### src/rtl/debounce_pkg.sv
// Shared constants and helpers for the debounce bank and its per-channel slices.
package debounce_pkg;

    localparam int unsigned DEFAULT_WAIT = 32'(23'd4999999);
    localparam int unsigned MAX_CHANNELS = 32;

    // Qualification strobes a channel raises one cycle before its registered pulses.
    typedef struct packed {
        logic rise;
        logic fall;
    } pulse_t;

    // Ceiling log2; callers always pass values of at least 2.
    function automatic int unsigned clog2(input int unsigned value);
        int unsigned result;
        result = 0;
        for (int unsigned i = 0; i < 32; i++) begin
            if ((64'd1 << i) < 64'(value)) begin
                result = i + 1;
            end
        end
        return result;
    endfunction

endpackage

### src/rtl/debounce_channel.sv
// One debounce slice: two-flop synchroniser, saturating stability counter,
// registered debounced level and single-cycle edge pulses.
module debounce_channel
    import debounce_pkg::*;
#(
    parameter int unsigned WAIT     = DEFAULT_WAIT,
    parameter bit          INV      = 1'b0,
    parameter bit          RST_VAL  = 1'b0,
    parameter bit          USE_TICK = 1'b0
) (
    input  logic   clk,
    input  logic   reset,
    input  logic   in,
    input  logic   tick,
    output logic   out,
    output logic   rise,
    output logic   fall,
    output pulse_t pulse_c
);

    localparam int unsigned CNT_W = clog2(WAIT + 1);
    localparam logic [CNT_W-1:0] CNT_MAX = CNT_W'(WAIT);

    logic             sync_0;
    logic             sync_1;
    logic [CNT_W-1:0] cnt;
    logic             cnt_en;
    logic             qualify;

    // Load the debounced level once the synchronised value has been stable long enough.
    always_comb begin
        cnt_en       = 1'b0;
        qualify      = 1'b0;
        pulse_c      = '0;
        cnt_en       = !USE_TICK || tick;
        qualify      = (cnt == CNT_MAX) && (sync_1 != out);
        pulse_c.rise = qualify && sync_1;
        pulse_c.fall = qualify && !sync_1;
    end

    always_ff @(posedge clk) begin
        if (!reset) begin
            sync_0 <= RST_VAL;
            sync_1 <= RST_VAL;
            cnt    <= '0;
            out    <= RST_VAL;
            rise   <= 1'b0;
            fall   <= 1'b0;
        end else begin
            sync_0 <= in ^ INV;
            sync_1 <= sync_0;
            // A toggle restarts the count even on a tick cycle.
            if (sync_0 != sync_1) begin
                cnt <= '0;
            end else if (cnt_en && (cnt != CNT_MAX)) begin
                cnt <= cnt + CNT_W'(1);
            end
            if (qualify) begin
                out <= sync_1;
            end
            rise <= pulse_c.rise;
            fall <= pulse_c.fall;
        end
    end

endmodule

### src/rtl/debounce_bank.sv
// Bank of independent debounce channels with a shared change strobe.
module debounce_bank
    import debounce_pkg::*;
#(
    parameter int unsigned   N        = 4,
    parameter int unsigned   WAIT     = DEFAULT_WAIT,
    parameter logic [N-1:0]  INV_MASK = '0,
    parameter logic [N-1:0]  RST_VAL  = '0,
    parameter bit            USE_TICK = 1'b0
) (
    input  logic         clk,
    input  logic         reset,
    input  logic [N-1:0] in,
    input  logic         tick,
    output logic [N-1:0] out,
    output logic [N-1:0] rise,
    output logic [N-1:0] fall,
    output logic         any_change
);

    pulse_t       pulse_c [N];
    logic [N-1:0] change_c;

    for (genvar i = 0; i < N; i++) begin : g_chan
        debounce_channel #(
            .WAIT     (WAIT),
            .INV      (INV_MASK[i]),
            .RST_VAL  (RST_VAL[i]),
            .USE_TICK (USE_TICK)
        ) u_chan (
            .clk     (clk),
            .reset   (reset),
            .in      (in[i]),
            .tick    (tick),
            .out     (out[i]),
            .rise    (rise[i]),
            .fall    (fall[i]),
            .pulse_c (pulse_c[i])
        );
        assign change_c[i] = pulse_c[i].rise | pulse_c[i].fall;
    end

    // Registered from the same strobes as rise/fall so it lands in the same cycle.
    always_ff @(posedge clk) begin
        if (!reset) begin
            any_change <= 1'b0;
        end else begin
            any_change <= |change_c;
        end
    end

endmodule

### config.mk
export PLATFORM = sky130hd
export DESIGN_NAME = debounce_bank
export DESIGN_NICKNAME = d
export VERILOG_FILES = /design/src/rtl/debounce_pkg.sv /design/src/rtl/debounce_channel.sv /design/src/rtl/debounce_bank.sv
export SDC_FILE = /design/constraint.sdc
export NUM_CORES = 1
export LEC_CHECK = 0
export BUFFER_PORTS_ARGS = -buffer_cell sky130_fd_sc_hd__clkbuf_2
export CORE_MARGIN = 1
export CORE_UTILIZATION = 55
export CTS_BUF_LIST = sky130_fd_sc_hd__clkbuf_4 sky130_fd_sc_hd__clkbuf_8
export DETAILED_ROUTE_END_ITERATION = 10
export PLACE_DENSITY = 0.72
export SYNTH_ARGS = -nofsm -noshare
export SYNTH_HDL_FRONTEND = slang
export SYNTH_SLANG_ARGS = --single-unit
### constraint.sdc
create_clock -name clk -period 2.05 [get_ports clk]
set_input_delay 0.1025 -clock clk [delete_from_list [all_inputs] [get_ports clk]]
set_output_delay 0.1025 -clock clk [all_outputs]
set_load 0.005 [all_outputs]
# == After elaboration in Yosys (flattened, before gate mapping) ==
# Index checks and enable logic that the tools add are counted.
# classes
addsub,4
n_mul,0
div,0
order_cmp,0
n_eq_ne,16
shift,0
n_mux,0
bitwise_logic,5
reduce_logical,21
# ops
op,count
"23-bit by 1-bit adder with 23-bit output, second input constant",4
"23-bit == test, second input constant",4
"23-bit inequality test, second input constant",4
1-bit logical AND,12
1-bit inequality test,8
2-bit OR reduction,4
1-bit zero test,4
1-bit OR,4
4-bit OR reduction,1
1-bit NOT,1
# word_totals
regBits,113
latch_bits,0
mem_bits_rw,0
mem_bits_ro,0
inputBits,7
out_inout_bits,13
elab_cells,71
memories,0

# == Depth between registers and ports, before layout ==
# depth
ltp_word,5
ltp_mapped,6
depth_no_buf,5

# == Modules after synthesis ==
# A second synthesis with hierarchy kept.
# unflattened
cells_unflattened,624
area_unflattened_um2,5675.4
# by_module_without_submodules
mod,n_inst,cells_per_inst,area_per_inst_um2,seq_area_each_um2
debounce_channel,4,155,1408.9,560.5
debounce_bank,1,4,40.0,20.0

# == Least setup slack after synthesis ==
# No wires, ideal clock.
# synth_timing
kind,register to register
start,reg g_chan[3].u_chan.cnt[0]
end,reg g_chan[3].u_chan.cnt[2]
arrival_ps,1718
setup_slack_ps,260
path_stages_with_launch,7
n_path_buf,1
cell_sequence,dfxtp_1 > ha_1 > nand3_2 > or4_1 > clkbuf_1 > o21ai_0 > mux2i_1
# synth_via
elab_chain_cells,1
elab_cells_between_ends,2
cone_classes,add/sub: 1; eq/ne: 1
# synth_lines
item,line_no,text
"start, declared",debounce_channel.sv:26,logic [CNT_W-1:0] cnt;
"start signal, assigned",debounce_channel.sv:56,cnt <= cnt + CNT_W'(1);
23-bit by 1-bit adder with 23-bit output or 23-bit inequality test (tied branches),"debounce_channel.sv:56, debounce_channel.sv:55",
# Parallel ways exist; a longest one is shown, timed or not.
# A chain may end at the register's enable or synchronous reset.

# == Final worst setup path ==
# layout_timing
start,reg g_chan[2].u_chan.cnt[0]
end,reg any_change
# layout_via
elab_chain_cells,5
elab_cells_between_ends,6
cone_classes,eq/ne: 1; bitwise: 1; reduce/logical: 4
# layout_lines
item,line_no,text
"start, declared",debounce_channel.sv:26,
"start signal, assigned",debounce_channel.sv:56,
23-bit == test (*),debounce_channel.sv:36,qualify = (cnt == CNT_MAX) && (sync_1 != out);
1-bit logical AND (*),debounce_channel.sv:36,
"1-bit logical AND, on equally long branches","debounce_channel.sv:37, debounce_channel.sv:38",
1-bit OR (*),debounce_bank.sv:40,assign change_c[i] = pulse_c[i].rise | pulse_c[i].fall;
4-bit OR reduction (*),debounce_bank.sv:48,any_change <= |change_c;
"end signal, assigned",debounce_bank.sv:48,
"end, declared",debounce_bank.sv:18,output logic any_change
# Mark *: on every way between the ends. The rest lies on a longest branch, timed or not.

==> implementation parameters <==
Parameter                              Value

Pwr
  Highest ir drop seen on vdd ... between 0.0003 and 0.0004 V
  Share of total power in combinational logic ... 0.034
  Sw Pwr ... between 900 and 1000 uW
  Clock power frac ... 0.465
  Switching share of power ... 0.217
  Overall power after layout ... around 4500 uW
  Power density cells ... 728 nW/um^2
  Internal power ... roughly 3500 uW
  Sequential group share of total power ... 0.501
  Reported leakage power ... 0.00209 uW

Yosys
  Post-synth top area cell ... sky130_fd_sc_hd__dfxtp_1
  Share of synthesized area occupied by flip-flops and latches ... 0.410
  Count of cell types in the netlist ... 53
  Post-synthesis sequential element count ... 113
  Synth top area share ... 0.410
  Yosys warns ... 0
  Post-Synthesis Net Count ... 662
  Biggest area contributors in the synthesized netlist ... sky130_fd_sc_hd__dfxtp_1 41%, sky130_fd_sc_hd__a21oi_1 5.1%, sky130_fd_sc_hd__nand3_1 3.7%, sky130_fd_sc_hd__nand2_1 3.6%, sky130_fd_sc_hd__or4_1 3.5%
  Post-synthesis instance area ... 5520 um^2
  Leading register cell type out of synthesis ... sky130_fd_sc_hd__dfxtp_1
  FFs w/ async S/R, synth ... 0
  Synthesized instance count ... 651
  Count of flip-flops with a built-in enable after synthesis ... 0
  Syn Area/Cell ... 8.48 um^2

STA
  Post-layout worst setup margin ... between 0.15 and 0.2 ns
  Fin. max-slew vios ... 0
  Timing-limited maximum frequency ... 0.532 GHz
  Count of final hold-check violations ... 0
  Setup repair after global routing missed its margin ... false
  Relative slew slack ... 0.631
  Max Clock Skew ... 0.00771 ns
  Final critical-path share of the clock period ... 0.918
  Setup violations, final ... 0
  Setup Total Neg Slack ... 0 ns
  Worst-margin pin slew ... approximately 0.55 ns
  Minimum clock period after layout ... 1.88 ns

Worst hold path
  Worst min-delay path category ... in -> reg

Die
  Height of the chip ... 102 um
  Horizontal extent of the die ... 102 um
  Number of core rows ... 36
  I/O pin total ... 20
  Area of the die ... 10400 um^2
  Initial core utilization ... 0.567
  Area inside the core boundary ... 9730 um^2

Global route
  Wire length of the first global-routing pass ... 19900 um
  Gr ovfl total ... 0
  Maximum number of pins on one net before global-route repair ... 21
  GRT Overall Usage ... 0.242
  Number of antenna violations at the first check in global routing ... 0
  Number of global-route vias before repair ... 4351

Final layout
  Number of filler cells placed in the layout ... between 800 and 900
  Fraction of layout instances using a drive strength above 1 ... 0.121
  # nets final ... 678
  Ant diodes ... 0
  Signed area change from the synthesized netlist to the final layout ... 11.5%
  Final instance area ... 6150 um^2
  Number of standard cells in the layout, taps in and fillers out ... around 810

Worst setup path
  R2r worst-path depth ... 5
  Worst setup path endpoint ... any_change$_SDFF_PN0_
  Worst-path fanout max ... 6
  Worst Setup Start Kind ... register
  Required arrival time at the worst endpoint ... ~2.4 ns
  Type of the worst setup path ... reg -> reg
  First element of the critical path ... g_chan[2].u_chan.cnt[0]$_SDFFE_PP0P_
  End of the worst register-to-register path ... any_change$_SDFF_PN0_
  Flop-to-flop setup slack ... between 0.15 and 0.2 ns
  Nature of the critical path endpoint ... register
  Worst reg2reg path startpoint ... g_chan[2].u_chan.cnt[0]$_SDFFE_PP0P_
  WP data arrival ... 2.26 ns

Detailed routing
  Via density per instance ... 6.03
  ANT nets after route ... 0
  Number of DRC violations after detailed-routing iteration 0 ... 249
  Via Count ... 4893
  Avg WL per Cell ... 14.7 um
  Total wire length after detailed routing ... roughly 12000 um
  DRC viols ... 0
  First-pass detailed-route iteration total ... 5

Clock network
  Clock network latency to the later pin of the worst-skew pair ... 0.43 ns
  Clock root cell ... sky130_fd_sc_hd__clkbuf_8
  Clk pin slew, worst setup/hold paths ... 0.07 ns
  Max Root-Sink Buffers ... 2
  CTS tree ... done
  Clock buffers created by TritonCTS ... 17
  Clock sink count ... 113
  CTS H-Tree Depth ... 4
  Post-CTS setup repair buffer count ... 0

Place
  Pre-CTS setup slack ... 0.121 ns
  Count of buffers inserted at the top-level ports ... 18
  HPWL after detailed placement ... 8270 um
  Number of instances in the placed design ... 777
  Global placement routability congestion ... 0.792
  Placement Cell Area ... around 5700 um^2

Outcome
  Outcome ... completed

Run
  Max capacitance violation total ... 0
## cell usage after synthesis, types with 5 or more instances
cell type	n
sky130_fd_sc_hd__dfxtp_1	113
sky130_fd_sc_hd__nor2_1	34
sky130_fd_sc_hd__or3_1	15
sky130_fd_sc_hd__and2_1	16
sky130_fd_sc_hd__nand3_1	41
sky130_fd_sc_hd__o31ai_1	21
sky130_fd_sc_hd__nor4b_1	5
sky130_fd_sc_hd__buf_4	12
sky130_fd_sc_hd__nor3_1	17
sky130_fd_sc_hd__nand2_1	53
sky130_fd_sc_hd__and4_1	10
sky130_fd_sc_hd__xnor2_1	14
sky130_fd_sc_hd__xor2_1	19
sky130_fd_sc_hd__a21oi_1	56
sky130_fd_sc_hd__inv_1	12
sky130_fd_sc_hd__nand4_1	26
sky130_fd_sc_hd__o21ai_0	32
sky130_fd_sc_hd__and3_1	12
sky130_fd_sc_hd__mux2i_1	6
sky130_fd_sc_hd__and4b_1	6
sky130_fd_sc_hd__nor4_1	12
sky130_fd_sc_hd__clkbuf_1	26
sky130_fd_sc_hd__or4_1	26
sky130_fd_sc_hd__a2111o_1	8
## cell usage in the layout (no fill, tap or decap), types with 4 or more instances in the layout
master / n
sky130_fd_sc_hd__buf_4: 22
sky130_fd_sc_hd__nor3b_1: 4
sky130_fd_sc_hd__and4b_1: 6
sky130_fd_sc_hd__and2_1: 16
sky130_fd_sc_hd__nand3_1: 41
sky130_fd_sc_hd__clkbuf_8: 20
sky130_fd_sc_hd__ha_1: 4
sky130_fd_sc_hd__a2111o_1: 8
sky130_fd_sc_hd__nand2b_1: 4
sky130_fd_sc_hd__nor4_1: 12
sky130_fd_sc_hd__o21ai_0: 32
sky130_fd_sc_hd__clkbuf_2: 18
sky130_fd_sc_hd__o211ai_1: 4
sky130_fd_sc_hd__nor2_1: 34
sky130_fd_sc_hd__a21oi_1: 56
sky130_fd_sc_hd__o21a_1: 4
sky130_fd_sc_hd__clkbuf_4: 5
sky130_fd_sc_hd__inv_1: 12
sky130_fd_sc_hd__nand4_1: 26
sky130_fd_sc_hd__o31ai_1: 21
sky130_fd_sc_hd__and3_1: 12
sky130_fd_sc_hd__and4_1: 10
sky130_fd_sc_hd__dlygate4sd3_1: 4
sky130_fd_sc_hd__or4_1: 25
sky130_fd_sc_hd__xnor2_1: 14
sky130_fd_sc_hd__clkinv_2: 4
sky130_fd_sc_hd__nor3_1: 17
sky130_fd_sc_hd__nand2_1: 53
sky130_fd_sc_hd__dfxtp_1: 113
sky130_fd_sc_hd__or3_1: 14
sky130_fd_sc_hd__a21boi_0: 4
sky130_fd_sc_hd__mux2i_1: 6
sky130_fd_sc_hd__xor2_1: 19
sky130_fd_sc_hd__nor4b_1: 5
## cell families after synthesis
kind of cell,Yosys count,share of synthesized area
compound gates,137,0.152
flops,113,0.410
xor+xnor,33,0.0524
buf+inv,59,0.0517
fa+ha+maj,4,0.00907
simple gates,298,0.312
mux,7,0.0129
## repair_timing
action                                 CTS  global route
endpoints found under the hold margin    4             0
hold buffers                             4             0
resized for setup                        0             3
setup endpoints to repair                0             6
## final cells by class
cell class,count,area (um^2),share of cell area
inverters,12,45.0,0.00732
flip-flops and latches,113,2260,0.368
repair buffers,44,295,0.0480
clock buffers,25,313,0.0509
well taps,133,166,0.0271
clock inverters,6,80.1,0.0130
multi-input cells,479,2990,0.486
## how the worst min path moves through the flow
stage	slack, ns	end	startpoint	cells after the start
floorplan	0.23	g_chan[0].u_chan.sync_0$_SDFF_PN0_	in[0]	1
global placement	0.31	g_chan[0].u_chan.sync_0$_SDFF_PN0_	in[0]	2
detailed placement	0.31	g_chan[0].u_chan.sync_0$_SDFF_PN0_	in[0]	2
CTS	0.09	g_chan[0].u_chan.sync_1$_SDFF_PN0_	reset	2
global route	0.11	g_chan[0].u_chan.sync_1$_SDFF_PN0_	reset	2
finish	0.11	g_chan[0].u_chan.sync_0$_SDFF_PN0_	reset	2
## through the flow
stage               hold slack [ns]  utilization
finish                        0.114        0.632
global route                  0.115        0.632
CTS                          0.0945        0.630
detailed placement            0.315        0.586
global placement              0.312        0.586
floorplan                     0.230            -
## flip-flops by register name, summed over array words and instances, names as in the netlist
register and flops:
g_chan.u_chan.sync_1 4, g_chan.u_chan.out 4, g_chan.u_chan.fall 4, g_chan.u_chan.cnt 92, g_chan.u_chan.rise 4, any_change 1, g_chan.u_chan.sync_0 4
## worst max-delay path, cell delays in order, from the launching register on
cell	delay, ns
sky130_fd_sc_hd__dfxtp_1	0.36
sky130_fd_sc_hd__ha_1	0.27
sky130_fd_sc_hd__nand2_1	0.21
sky130_fd_sc_hd__or4_1	0.62
sky130_fd_sc_hd__o22ai_1	0.21
sky130_fd_sc_hd__o21a_1	0.16
## metal layers
layer  global-route usage  routed length (um)
met4               0.0923                 195
met1                0.308                5600
met2                0.395                5710
met3               0.0595                 461
met5                    0                   0
## power by group through the flow
stage                     combinational, uW  sequential [uW]  clock (uW)
after floorplan                         101             2280           0
after global placement                  140             2290           0
after detailed placement                146             2290           0
after CTS                               152             2240        2120
after global routing                    171             2240        2220
final                                   153             2240        2080
Power figures use the tool's default switching activity.
